<file path="src/rtl/mem_bus_arbiter_pkg.sv">
// Shared types and constants for the instruction/data RAM bus arbiter.
package mem_bus_arbiter_pkg;

  typedef enum logic [2:0] {
    ST_IDLE   = 3'd0,
    ST_BUSY_I = 3'd1,
    ST_BUSY_D = 3'd2,
    ST_DONE_I = 3'd3,
    ST_DONE_D = 3'd4
  } arb_state_t;

  localparam int          WAIT_CYCLES_DEFAULT = 2;
  localparam logic [3:0]  SEL_FULL            = 4'b1111;

endpackage

</file>
<file path="src/rtl/mem_bus_arbiter.sv">
// Arbiter sharing one fixed-latency single-port RAM bus between instruction
// fetch and the MEM-stage load/store port. Data side wins ties.
//
// state   | meaning
// --------+--------------------------------------------------------------
// IDLE    | bus free; grant data request first, else fetch request
// BUSY_I  | fetch on the bus; counts WAIT_CYCLES, samples on the last one
// BUSY_D  | load/store on the bus; same timing as BUSY_I
// DONE_I  | fetch result presented, fetch stall released for this cycle
// DONE_D  | load result presented, data stall released for this cycle
module mem_bus_arbiter
  import mem_bus_arbiter_pkg::*;
#(
  parameter int WAIT_CYCLES = WAIT_CYCLES_DEFAULT,
  parameter int CNT_W       = 4
) (
  input  logic        clk,
  input  logic        reset_n,
  input  logic        if_ce_i,
  input  logic [31:0] if_addr_i,
  output logic [31:0] if_data_o,
  output logic        if_stallreq_o,
  input  logic        mem_ce_i,
  input  logic        mem_we_i,
  input  logic [3:0]  mem_sel_i,
  input  logic [31:0] mem_addr_i,
  input  logic [31:0] mem_data_i,
  output logic [31:0] mem_data_o,
  output logic        mem_stallreq_o,
  input  logic        flush_i,
  output logic        bus_ce_o,
  output logic        bus_we_o,
  output logic [3:0]  bus_sel_o,
  output logic [31:0] bus_addr_o,
  output logic [31:0] bus_data_o,
  input  logic [31:0] bus_data_i
);

  localparam logic [CNT_W-1:0] CNT_LAST = CNT_W'(WAIT_CYCLES - 1);

  arb_state_t        state_q, state_d;
  logic [CNT_W-1:0]  cnt_q, cnt_d;
  logic              discard_q, discard_d;
  logic              bus_ce_d, bus_we_d;
  logic [3:0]        bus_sel_d;
  logic [31:0]       bus_addr_d, bus_data_d;
  logic [31:0]       if_data_d, mem_data_d;
  logic              finish;

  // Stall requests follow the requester's ce, released only in its DONE cycle.
  assign if_stallreq_o  = reset_n & if_ce_i  & (state_q != ST_DONE_I);
  assign mem_stallreq_o = reset_n & mem_ce_i & (state_q != ST_DONE_D);

  // Register all FSM state, the wait counter and the bus/result registers.
  always_ff @(posedge clk) begin
    if (!reset_n) begin
      state_q    <= ST_IDLE;
      cnt_q      <= '0;
      discard_q  <= 1'b0;
      bus_ce_o   <= 1'b0;
      bus_we_o   <= 1'b0;
      bus_sel_o  <= '0;
      bus_addr_o <= '0;
      bus_data_o <= '0;
      if_data_o  <= '0;
      mem_data_o <= '0;
    end else begin
      state_q    <= state_d;
      cnt_q      <= cnt_d;
      discard_q  <= discard_d;
      bus_ce_o   <= bus_ce_d;
      bus_we_o   <= bus_we_d;
      bus_sel_o  <= bus_sel_d;
      bus_addr_o <= bus_addr_d;
      bus_data_o <= bus_data_d;
      if_data_o  <= if_data_d;
      mem_data_o <= mem_data_d;
    end
  end

  // Next-state, grant latching, wait counting and result capture.
  always_comb begin
    state_d    = state_q;
    cnt_d      = cnt_q;
    discard_d  = discard_q;
    bus_ce_d   = bus_ce_o;
    bus_we_d   = bus_we_o;
    bus_sel_d  = bus_sel_o;
    bus_addr_d = bus_addr_o;
    bus_data_d = bus_data_o;
    if_data_d  = if_data_o;
    mem_data_d = mem_data_o;
    finish     = 1'b0;

    case (state_q)
      ST_IDLE: begin
        cnt_d     = '0;
        discard_d = 1'b0;
        if (mem_ce_i) begin
          bus_ce_d   = 1'b1;
          bus_we_d   = mem_we_i;
          bus_sel_d  = mem_sel_i;
          bus_addr_d = mem_addr_i;
          bus_data_d = mem_data_i;
          state_d    = ST_BUSY_D;
        end else if (if_ce_i) begin
          bus_ce_d   = 1'b1;
          bus_we_d   = 1'b0;
          bus_sel_d  = SEL_FULL;
          bus_addr_d = if_addr_i;
          bus_data_d = '0;
          state_d    = ST_BUSY_I;
        end
      end
      ST_BUSY_I: begin
        cnt_d = cnt_q + CNT_W'(1);
        if (flush_i) discard_d = 1'b1;
        if (cnt_q == CNT_LAST) begin
          finish    = 1'b1;
          discard_d = 1'b0;
          // A flush seen at any point of the fetch drops its result; the
          // bus cycle itself is never cut short.
          if (discard_q || flush_i) begin
            state_d = ST_IDLE;
          end else begin
            if_data_d = bus_data_i;
            state_d   = ST_DONE_I;
          end
        end
      end
      ST_BUSY_D: begin
        cnt_d = cnt_q + CNT_W'(1);
        if (cnt_q == CNT_LAST) begin
          finish     = 1'b1;
          mem_data_d = bus_we_o ? 32'd0 : bus_data_i;
          state_d    = ST_DONE_D;
        end
      end
      ST_DONE_I, ST_DONE_D: begin
        state_d = ST_IDLE;
      end
      default: begin
        finish  = 1'b1;
        state_d = ST_IDLE;
      end
    endcase

    if (finish) begin
      cnt_d      = '0;
      bus_ce_d   = 1'b0;
      bus_we_d   = 1'b0;
      bus_sel_d  = '0;
      bus_addr_d = '0;
      bus_data_d = '0;
    end
  end

endmodule

</file>
<file path="config.mk">
export PLATFORM = sky130hd
export DESIGN_NAME = mem_bus_arbiter
export DESIGN_NICKNAME = d
export VERILOG_FILES = /design/src/rtl/mem_bus_arbiter_pkg.sv /design/src/rtl/mem_bus_arbiter.sv
export SDC_FILE = /design/constraint.sdc
export NUM_CORES = 1
export LEC_CHECK = 0
export CORE_ASPECT_RATIO = 0.6
export CORE_MARGIN = 1
export CORE_UTILIZATION = 41
export CTS_CLUSTER_SIZE = 28
export DETAILED_ROUTE_END_ITERATION = 10
export PLACE_DENSITY = 0.86
export SETUP_SLACK_MARGIN = 0.1
export SLEW_MARGIN = 20
export SYNTH_ARGS = -nofsm -noshare
export SYNTH_HDL_FRONTEND = slang
export SYNTH_SLANG_ARGS = --single-unit
export TNS_END_PERCENT = 30
</file>
<file path="constraint.sdc">
create_clock -name clk -period 2.3 [get_ports clk]
set_input_delay 0.46 -clock clk [delete_from_list [all_inputs] [get_ports clk]]
set_output_delay 0.46 -clock clk [all_outputs]
set_load 0.01 [all_outputs]
</file>
-- Yosys cells after proc, flatten, opt, wreduce, memory -nomap -nowiden
Index checks and enable logic that the tools add are counted.
- logic and storage cells: 64
- register bits after elaboration: 142
- output and inout port bits: 136
- muxes and demuxes: 23
- reduce and logical (&&, ||, !) cells: 13
- equal/unequal tests: 11
- add/sub/neg operators: 1
- bitwise operators: 6
- operator list (kind ; number):
    2-to-1 mux 32 bit ; 5
    2-to-1 mux 3 bit ; 4
    != test 3 bit (second input constant) ; 3
    case mux 3 bit (3 select lines) ; 1
    2-to-1 mux 4 bit ; 2
    case mux 4 bit (2 select lines) ; 1
    2-to-1 mux 1 bit ; 7
    == test 3 x 2 -> 1 bit (second input constant) ; 2
    AND reduction 2 bit ; 3
    AND reduction 3 bit ; 2
    nonzero test 2 bit ; 3
    adder 4 x 1 -> 4 bit (second input constant) ; 1
    AND 1 bit ; 4
    == test 4 x 1 -> 1 bit (second input constant) ; 1
    != test 2 bit (second input constant) ; 2
    case mux 1 bit (2 select lines) ; 2
    OR reduction 2 bit ; 2
    == test 3 x 1 -> 1 bit (second input constant) ; 1
    == test 3 bit (second input constant) ; 1
    zero test 3 bit ; 1
    != test 3 x 2 -> 1 bit (second input constant) ; 1
    OR reduction 3 bit ; 1
    2-to-1 mux 2 bit ; 1
    inverter 1 bit ; 2
    logical OR 1 bit ; 1

-- Longest topological paths before layout
Gate-level depths: netlist of the first run.
- depth after elaboration: 4
- mapped depth: 9
- depth with buffers taken out: 6

-- Worst setup path after synthesis of the first run
OpenSTA, ideal clock, no wires.
- path type: register to register
- start: register cnt_q[0]
- end: register bus_addr_o[2]
- setup slack: 623 ps
- arrival time: 1539 ps
- data required time: 2162 ps
- setup time: 138 ps
- path buffers: 2
- clock period less this slack: 1677 ps
- cell stages (with the launch flop): 8
- path through: dfxtp_1 ha_1 nor3b_1 buf_4 a21oi_1 o211ai_2 buf_2 a211oi_1
- word-level cells in the longest chain between the ends: 4
- RTL lines (what ; RTL line ; RTL):
    start: declaration ; mem_bus_arbiter.sv:42 ; logic [CNT_W-1:0] cnt_q, cnt_d;
    start signal: assignment ; mem_bus_arbiter.sv:69 ; cnt_q <= cnt_d;
    == test 4 x 1 -> 1 bit ; mem_bus_arbiter.sv:118, mem_bus_arbiter.sv:133 ;
    2-to-1 mux 1 bit ; mem_bus_arbiter.sv:118, mem_bus_arbiter.sv:133 ;
    case mux 1 bit (2 select lines) ; mem_bus_arbiter.sv:95 ; case (state_q)
    OR reduction 2 bit (no line) ; - ;
    end signal: assignment ; mem_bus_arbiter.sv:74 ; bus_addr_o <= bus_addr_d;
    end: declaration ; mem_bus_arbiter.sv:34 ; output logic [31:0] bus_addr_o,
Every way passes these cells.
A chain may end at the register's enable or synchronous reset.

-- Worst setup path in the final report of the first run
- start: register state_q[2]
- end: output if_stallreq_o
- word-level cells in the longest chain between the ends: 2
- RTL lines (what ; RTL line ; RTL):
    start: declaration ; mem_bus_arbiter.sv:41 ; arb_state_t state_q, state_d;
    start signal: assignment ; mem_bus_arbiter.sv:68 ; state_q <= state_d;
    != test 3 x 2 -> 1 bit ; mem_bus_arbiter.sv:51 ; assign if_stallreq_o = reset_n & if_ce_i & (state_q != ST_DONE_I);
    AND 1 bit ; mem_bus_arbiter.sv:51 ;
    end: declaration ; mem_bus_arbiter.sv:22 ; output logic if_stallreq_o,
Every way passes these cells.

==> run_results.csv, run 1 <==
group,metric,value,unit
run_status,run_status,"completed",
place,dp_hpwl,12100,um
pwr,cellPowerDensity,1020,nW/um2
sta,final.setup_skew,0.0150,ns
clock_network,clock_path_buffers,2,
sta,tightest_slew,0.592,ns
synth,yosysTopAreaCell,"dfxtp_1",
clock_network,htreeDepth,4,
clock_network,clk_pin_slew,0.05,ns
global_route,grt-busiest-layer,"met2",
routing,first_pass_iters,5,
global_route,grtUsageMet1,28.8,%
pwr,p_sw,2.90,mW
clock_network,cts_buffers,17,
critical_path,crit_fanout,6,
synth,syn_area_per_cell,9.16,um2
synth,syn_inst,624,
routing,dr_total_vias,5454,
sta,hold_viol,0,
synth,ys_seq_area_share,49.8,%
clock_network,cts_tree,"yes",
synth,syn-num-nets,764,
min_path,worstHoldPathCells,2,
sta,slew_headroom,60.5,%
sta,final_max_slew_viol_count,0,
min_path,min_path_type,"primary input to flip-flop",
floorplanning,io_pins,274,
pwr,internal-power,6.51,mW
cells_and_area,antennaDiodeCount,0,
run,drv_cap,0,
synth,postSynth.asyncResetShare,0,%
critical_path,cp-start-kind,"flip-flop",
synth,yosys_warnings,0,
sta,fmax,466,MHz
floorplanning,start_util,43.2,%
place,port_buffers,273,
cells_and_area,area_growth,61.6,%
sta,setup_viol,0,
floorplanning,dieArea,14400,um2
sta,setup_tns,0,ns
critical_path,critPathArrivalTime,1.69,ns
pwr,p_sw_share,30.8,%
pwr,totalPowerFinal,9.41,mW
routing,final_antenna_net_count,0,
clock_network,root_buffer,"clkbuf_16",
floorplanning,dieHeight,93.4,um
routing,drtIter0Drc,261,
synth,syn_area,5710,um2
synth,synth.distinct_cells,39,
clock_network,clock-sinks,142,
synth,synth_edf_count,0,
pwr,seq_power_share,34.7,%
critical_path,critical_path_class,"flip-flop to primary output",
synth,ys_ff_latch,142,
sta,timing.final.crit_share,93.4,%
global_route,grt_pass1_wl,27500,um
global_route,overflow,0,
cells_and_area,final_layout_size_suffix_gt1_share,6.62,%
pwr,clockPowerShare,31.8,%
routing,wl_per_cell,16.3,um
pwr,leakage,3.42,nW
critical_path,rr_worst_depth,7,
synth,synth_top_area_share,49.8,%
critical_path,endpoint_kind,"primary output",
clock_network,clk_latency,0.41,ns
routing,route.detailed.drc,0,
sta,min_period,2.15,ns
sta,rsz0062_at_grt,"true",
global_route,grt_max_degree,70,
clock_network,ctsHoldBuffers,0,
global_route,grtUsageTotal,24.2,%
routing,avgViaCountPerCell,5.14,
pwr,ir_drop,0.000593,V
synth,synth_area_leaders,"dfxtp_1 50%, nand2_1 6.9%, a21boi_0 6.2%",
critical_path,cp.required,1.84,ns
routing,wl,17300,um
synth,ys.flop_type,"dfxtp_1",
global_route,antenna_found_initial,0,
floorplanning,rows,32,
clock_network,cts_setup_buffers,0,
global_route,use_met3,8.76,%
cells_and_area,layout.nets,1018,
global_route,grt_pass1_vias,5422,
global_route,gr-usage-met2,41.3,%
place,place.gp.congestion,0.786,
floorplanning,core_area,13200,um2
pwr,pwr-share-comb,33.5,%
floorplanning,fp.dieW,154,um
clock_network,ctsResizeCount,3,
==> cell families after synthesis <==
kind of cell             after synthesis  synth area share, %
AO/OA/AOI/OAI                        152                 19.6
XOR/XNOR                               1                0.153
adder cells (fa/ha/maj)                2                0.438
buffers and inverters                 59                 5.21
flip-flops                           142                 49.8
multiplexers                          33                 5.78
AND/OR/NAND/NOR                      235                 19.1
==> metrics by stage <==
step	utilization (%)	cells	hold slack (ns)	cell area, um2	setup WS [ns]
finish	69.9	1061	0.347	9230	0.153
global route	69.9	1061	0.337	9230	0.0735
CTS	69.8	1061	0.339	9220	0.0958
detailed placement	64.9	1029	0.442	8580	0.249
global placement	64.9	1029	0.437	8580	0.257
floorplan	-	624	0.439	5710	0.623
==> power by group through the flow <==
stage / Sequential (mW) / Clock (mW) / Combinational, mW
final: 3.27 / 2.99 / 3.15
after global placement: 3.29 / 0 / 3.09
after global routing: 3.33 / 3.17 / 3.42
after detailed placement: 3.29 / 0 / 3.13
after CTS: 3.26 / 3.06 / 3.16
after floorplan: 3.47 / 0 / 1.37
==> critical path: stages, from the launching register on <==
cell and delay, ns:
dfxtp_4 0.39, inv_1 0.09, nand3_1 0.12, and3_1 0.17
clkdlybuf4s50_1 0.52
==> per-layer routing <==
metal | wire length (um) | vias up
met4 | 187 | 0
met2 | 8180 | 180
li1 | - | 2674
met3 | 1420 | 14
met5 | 0 | -
met1 | 7550 | 2586
==> worst paths after layout <==
| path | end | slack, ns | start |
|---|---|---|---|
| worst max-delay path | if_stallreq_o | 0.15 | state_q[2] |
| worst min-delay path | cnt_q[0] | 0.35 | reset_n |
| worst max register to register | cnt_q[2] | 0.44 | cnt_q[0] |
| worst min register to register | mem_data_o[27] | 0.45 | mem_data_o[27] |
==> synthesized netlist by cell type, types with 5 or more instances <==
library cell  count
dfxtp_1         142
nand2_1         105
nor2_1           76
a21boi_0         47
a211oi_1         33
a22oi_1          33
mux2i_1          33
nand3b_1         32
clkbuf_1         21
buf_2            19
a21boi_1         17
buf_4            12
a21oi_1           8
o22ai_1           5
==> flip-flops by register name, indices dropped and copies added, names as in the netlist <==
register	cells
bus_ce_o	1
bus_we_o	1
bus_addr_o	32
bus_data_o	32
cnt_q	4
if_data_o	32
state_q	3
bus_sel_o	4
discard_q	1
mem_data_o	32
==> layout make-up <==
class | count | area, um2
flip-flops and latches | 142 | 2850
fillers | 1039 | 3980
clock inverters | 13 | 208
repair buffers | 290 | 2930
clock buffers | 19 | 433
well taps | 170 | 213
multi-input cells | 423 | 2580
inverters | 4 | 15.0
==> cell usage in the layout, fill, tap and decap left out, types with 2 or more instances in the layout <==
master / n
o21a_1: 2
a21boi_0: 47
clkbuf_16: 17
a211oi_1: 33
nand3b_1: 32
o22ai_1: 5
buf_4: 11
nor3_1: 3
buf_2: 2
ha_1: 2
clkbuf_1: 2
mux2i_1: 33
inv_6: 4
clkinv_2: 3
inv_1: 4
nand3_1: 2
a31oi_1: 2
nor2_1: 76
clkdlybuf4s50_1: 270
nand2_1: 105
bufinv_16: 5
a21o_1: 2
a22oi_1: 33
buf_12: 6
and2_1: 2
dfxtp_4: 3
and3_1: 4
a21boi_1: 17
a21oi_1: 8
dfxtp_1: 139
Power figures use the tool's default switching activity.
==> run 2, diff against run 1 <==
--- a/config.mk
+++ b/config.mk
@@ -7,10 +7,9 @@
 export LEC_CHECK = 0
 export CORE_ASPECT_RATIO = 0.6
 export CORE_MARGIN = 1
-export CORE_UTILIZATION = 41
-export CTS_CLUSTER_SIZE = 28
+export CORE_UTILIZATION = 40
 export DETAILED_ROUTE_END_ITERATION = 10
-export PLACE_DENSITY = 0.86
+export PLACE_DENSITY = 0.84
 export SETUP_SLACK_MARGIN = 0.1
 export SLEW_MARGIN = 20
 export SYNTH_ARGS = -nofsm -noshare
==> constraint.sdc (replaced) <==
create_clock -name clk -period 2.25 [get_ports clk]
set_input_delay 0.45 -clock clk [delete_from_list [all_inputs] [get_ports clk]]
set_output_delay 0.45 -clock clk [all_outputs]
set_load 0.01 [all_outputs]
==> run 2 against run 1 <==
  * Final cell count up 2.0%
  * Highest routed layer unchanged
  * Register-to-register slack about the same
  * Die area up 2.5%
  * Largest power group unchanged
  * Clock-buffer cell count up 1
  * Critical path type unchanged
  * Wire length down 0.51%
==> run_results.csv, run 2 (synthesized netlist as in run 1, its figures left out) <==
group,metric,value,unit
run_status,run_status,"completed",
global_route,antenna_found_initial,0,
floorplanning,dieArea,14800,um2
sta,min_period,1.97,ns
routing,final_antenna_net_count,0,
critical_path,cp-start-kind,"flip-flop",
clock_network,clock_path_buffers,2,
critical_path,slowest_delay,0.37,ns
cells_and_area,layout.nets,1019,
sta,setup_viol,0,
min_path,worstHoldPathCells,3,
critical_path,cp.required,1.80,ns
critical_path,worstSetupPathDepth,4,
clock_network,clock-sinks,142,
sta,tightest_slew,0.513,ns
cells_and_area,fin_area,9240,um2
global_route,grt_max_degree,70,
min_path,min_path_type,"primary input to flip-flop",
routing,avgViaCountPerCell,4.99,
critical_path,cp_top_family,"simple AND/OR/NAND/NOR gates",
sta,final.setup_skew,0.0119,ns
clock_network,cts_setup_buffers,0,
critical_path,rr_worst_depth,7,
sta,hold_viol,0,
cells_and_area,final_cell_mix,"269 x clkdlybuf4s50_1, 140 x dfxtp_1, 105 x nand2_1",
sta,fmax,507,MHz
clock_network,htreeDepth,4,
routing,drtIter0Drc,276,
routing,route.detailed.drc,0,
cells_and_area,area_growth,61.8,%
global_route,grtUsageMet1,27.4,%
pwr,leakage,3.41,nW
global_route,overflow,0,
floorplanning,start_util,41.4,%
global_route,grt_pass1_wl,26000,um
critical_path,crit_fanout,7,
routing,first_pass_iters,5,
place,dp_hpwl,12100,um
sta,setup_tns,0,ns
clock_network,cts_buffers,17,
floorplanning,fp.dieW,156,um
place,place.gp.congestion,0.830,
cells_and_area,final_layout_size_suffix_gt1_share,6.63,%
routing,dr_total_vias,5397,
critical_path,critical_path_class,"flip-flop to primary output",
critical_path,path_cells,"nor2_1 > nand2_1 > and3_1 > dlygate4sd2_1",
global_route,grt-busiest-layer,"met2",
cells_and_area,num-fill-cells,1111,
routing,wl,17300,um
global_route,grtUsageTotal,22.6,%
sta,timing.final.crit_share,87.7,%
pwr,ir_drop,0.000638,V
clock_network,ctsHoldBuffers,0,
sta,slew_headroom,65.8,%
sta,final_max_slew_viol_count,0,
clock_network,root_buffer,"clkbuf_16",
clock_network,clk_latency,0.40,ns
clock_network,cts_tree,"yes",
floorplanning,io_pins,274,
place,place_area,8610,um2
floorplanning,core_area,13800,um2
critical_path,cp_slowest_cell,"dfxtp_4",
critical_path,endpoint_kind,"primary output",
floorplanning,rows,33,
clock_network,clk_pin_slew,0.05,ns
routing,wl_per_cell,15.9,um
global_route,use_met3,9.68,%
place,port_buffers,273,
global_route,grt_pass1_vias,5068,
cells_and_area,mostFrequentLayoutCell,"clkdlybuf4s50_1",
sta,rsz0062_at_grt,"false",
global_route,gr-usage-met2,36.5,%
cells_and_area,final_util,67.0,%
floorplanning,dieHeight,94.6,um
pwr,cellPowerDensity,1030,nW/um2
critical_path,cp_num_buf_inv,1,
cells_and_area,antennaDiodeCount,0,
run,drv_cap,0,
critical_path,critPathArrivalTime,1.52,ns
-- run 2: report_power, final --
group	internal, mW	switching (mW)	leakage (nW)
combinational	1.65	1.57	1.95
sequential	3.03	0.298	1.16
clock	1.91	1.04	0.302
total	6.58	2.91	3.41
-- run 2: final cells by class --
type                    instances  area (um2)  share of cell area, %
repair buffers                291        2930                   31.7
clock buffers                  20         457                   4.94
well taps                     192         240                   2.60
clock inverters                10         164                   1.77
inverters                       4        15.0                  0.162
multi-input cells             423        2580                   27.9
flip-flops and latches        142        2850                   30.8
-- run 2: what timing repair did --
action,in CTS,in global routing
setup endpoints to repair,2,1
hold endpoints to repair,0,0
gates resized for setup,4,3
-- run 2: final timing paths --
check / start / end / slack, ns
hold reg to reg: mem_data_o[0] / mem_data_o[0] / 0.45
setup / recovery: state_q[0] / mem_stallreq_o / 0.28
hold / removal: reset_n / discard_q / 0.42
setup reg to reg: cnt_q[0] / bus_addr_o[8] / 0.44
-- run 2: worst reg2reg max path, delay by kind of cell, from the launching register on --
| family | cells | cell delay, ns |
|---|---|---|
| DFF | 1 | 0.39 |
| buffers and inverters | 2 | 0.47 |
| and+or+nand+nor | 2 | 0.35 |
| adders and majority gates | 1 | 0.17 |
| AOI/OAI and AO/OA | 2 | 0.30 |
-- run 2: per-layer routing --
layer	part of all wire (%)	up-vias	wire, um
li1	-	2671	-
met1	44	2530	7600
met2	46	184	7890
met3	9.2	12	1590
met4	1.0	0	177
met5	0	-	0
-- run 2: stage by stage --
stage	instances	worst slack [ns]	power (mW)	hold WS (ns)
final	1082	0.277	9.49	0.418
after global placement	1052	0.227	6.53	0.439
after CTS	1082	0.0817	9.56	0.402
after floorplan	624	0.573	4.95	0.439
after global routing	1082	0.182	10.0	0.406
after detailed placement	1052	0.189	6.57	0.444
==> RTL change, RTL diff (flow settings as in run 2) <==
Change the parameter `CNT_W` from 4 to 3.
--- a/src/rtl/mem_bus_arbiter.sv
+++ b/src/rtl/mem_bus_arbiter.sv
@@ -14,3 +14,3 @@
   parameter int WAIT_CYCLES = WAIT_CYCLES_DEFAULT,
-  parameter int CNT_W       = 4
+  parameter int CNT_W       = 3
 ) (
Function: no difference found for any inputs over 10 cycles, from zero or initial values and one cycle with reset_n low; that may be too few to reach the edited logic, so the function may still have changed.
==> RTL change against run 2 <==
- clock power down 4%
- die area up 1.6%
- utilization down 0.47 points
- design area up 0.19%
- worst hold slack worse by 0.046 ns
- routed wire length down 5.6%
- synthesized area up 1.6%
- sequential cell count down 1
- largest cell class unchanged
- sequential power down 5%
- power down 3.8%
- worst setup slack worse by 0.15 ns
- synthesized cell count down 1.1%
==> RTL change: results (changes against run 2) <==
* Status: complete, no violations (unchanged)
* Non-clock buffer share at 0.312 (was 0.317)
* Worst Skew at 0.00957 ns (was 0.0119 ns)
* Max incr delay on CP at 0.55 ns (was 0.37 ns)
* Inverters at 2 (was 4)
* WL/cell at 15.2 um (was 15.9 um)
* Clock Buffer Count at 21 (was 20)
* FF-to-FF End: if_data_o[5] (was bus_addr_o[8])
* Num Clock Sinks at 141 (was 142)
* Metal2 WL at 7410 um (was 7890 um)
* Highest routed layer: met4 (unchanged)
* Worst Hold Depth at 2 (was 3)
* Vias at 5348 (was 5397)
* Die area at 0.0150 mm^2 (was 0.0148 mm^2)
* Leak Pwr at 3.40 nW (was 3.41 nW)
* VDD IR max at 482 uV (was 638 uV)
* Non-clock buffer count at 289 (was 291)
* Hold buffers post-CTS at 0 (unchanged)
* Nets@finish at 1008 (was 1019)
* Leading cell types by count after synthesis: dfxtp_1, nor2_1, nand2_1 (was dfxtp_1, nand2_1, nor2_1)
* Initial antenna violation count at 0 (unchanged)
* 1st-pass router iterations at 4 (was 5)
* Critical Path AT at 1.67 ns (was 1.52 ns)
* Routability Congestion at 0.807 (was 0.830)
* Multi-input gate count at 417 (was 423)
* Iteration-0 DRC Markers at 218 (was 276)
* GR Layer Usage met2 at 0.357 (was 0.365)
* Fill cell count at 1087 (was 1111)
* Clk tree area frac at 0.0650 (was 0.0671)
* CP endpoint: if_stallreq_o (was mem_stallreq_o)
* CP startpoint: if_ce_i (was state_q[0])
* Top cells by area, synth: dfxtp_1, a211oi_2, mux2i_1, nor2_1, nand2_1 (was dfxtp_1, nand2_1, a21boi_0, mux2i_1, nor2_1)
* Seq/Total Area, Yosys at 0.486 (was 0.498)
* Synth Net Count at 757 (was 764)
* Synthesis Warnings at 0 (unchanged)
* Gr usage total at 0.213 (was 0.226)
* Cell internal pwr at 6.23 mW (was 6.58 mW)
* Slowest CP cell: clkdlybuf4s50_1 (was dfxtp_4)
* Met1 Usage GRT at 0.259 (was 0.274)
* M1 WL at 7470 um (was 7600 um)
* Met3 WL at 1290 um (was 1590 um)
* First-pass GRT wire length at 25000 um (was 26000 um)
* Dpl cell area at 0.00865 mm^2 (was 0.00861 mm^2)
* Largest net degree at the start of global routing at 99 (was 70)
* Share of cells above drive strength 1 at 0.108 (was 0.0663)
* Multi-input combinational cell area at 0.00269 mm^2 (was 0.00258 mm^2)
* Worst-Margin Slew at 0.879 ns (was 0.513 ns)
* Synth cell types at 43 (was 39)
* Vias in the first global route at 5076 (was 5068)
* Flop-to-flop setup slack at 0.47 ns (was 0.44 ns)
* Hold Crit Endpoint: state_q[1] (was discard_q)
* Worst-path fanout max at 2 (was 7)
* Reg2reg start: cnt_q[1] (was cnt_q[0])
* HPWL Detailed at 11400 um (was 12100 um)
-- RTL change: cell types whose count changed after synthesis, sizes merged, moves of 3 or more --
| cell | before | now |
|---|---|---|
| and3 | 4 | 1 |
| nor3 | 4 | 7 |
| o21ai | 0 | 37 |
| nor3b | 2 | 5 |
| a21boi | 64 | 32 |
| nand3 | 2 | 34 |
| a21oi | 8 | 3 |
| o22ai | 5 | 0 |
| nand2 | 105 | 71 |
-- RTL change: per-stage QoR --
stage,utilization,cells,hold WS (ns),worst slack [ns]
floorplan,-,617,0.475,0.534
global placement,0.622,1041,0.438,0.134
detailed placement,0.622,1041,0.443,0.122
CTS,0.665,1073,0.355,0.108
global route,0.665,1073,0.361,0.0556
finish,0.665,1073,0.372,0.129
-- RTL change: critical path, delay by kind of cell --
family	cells	cell delay, ns
compound gates	1	0.14
simple gates	1	0.05
buf+inv	2	1.03
-- RTL change: power groups by stage --
stage	clock (mW)	combinational, mW	sequential, mW
final	2.82	3.16	3.15
after global routing	3.01	3.43	3.20
after CTS	2.88	3.20	3.15
after detailed placement	0	3.18	3.19
after global placement	0	3.12	3.18
after floorplan	0	1.61	3.36
-- RTL change: cells by family after synthesis --
group / after synthesis / share of synthesized area
AO/OA/AOI/OAI: 147 / 0.204
XOR/XNOR: 1 / 0.00151
adder cells (fa/ha/maj): 2 / 0.00431
buffers and inverters: 59 / 0.0528
flip-flops: 141 / 0.486
multiplexers: 32 / 0.0552
AND/OR/NAND/NOR: 235 / 0.196
-- RTL change: repair_timing --
| action | CTS | global route |
|---|---|---|
| gates cloned | 0 | 0 |
| gates resized for setup | 1 | 1 |
| endpoints found under the setup margin | 2 | 2 |
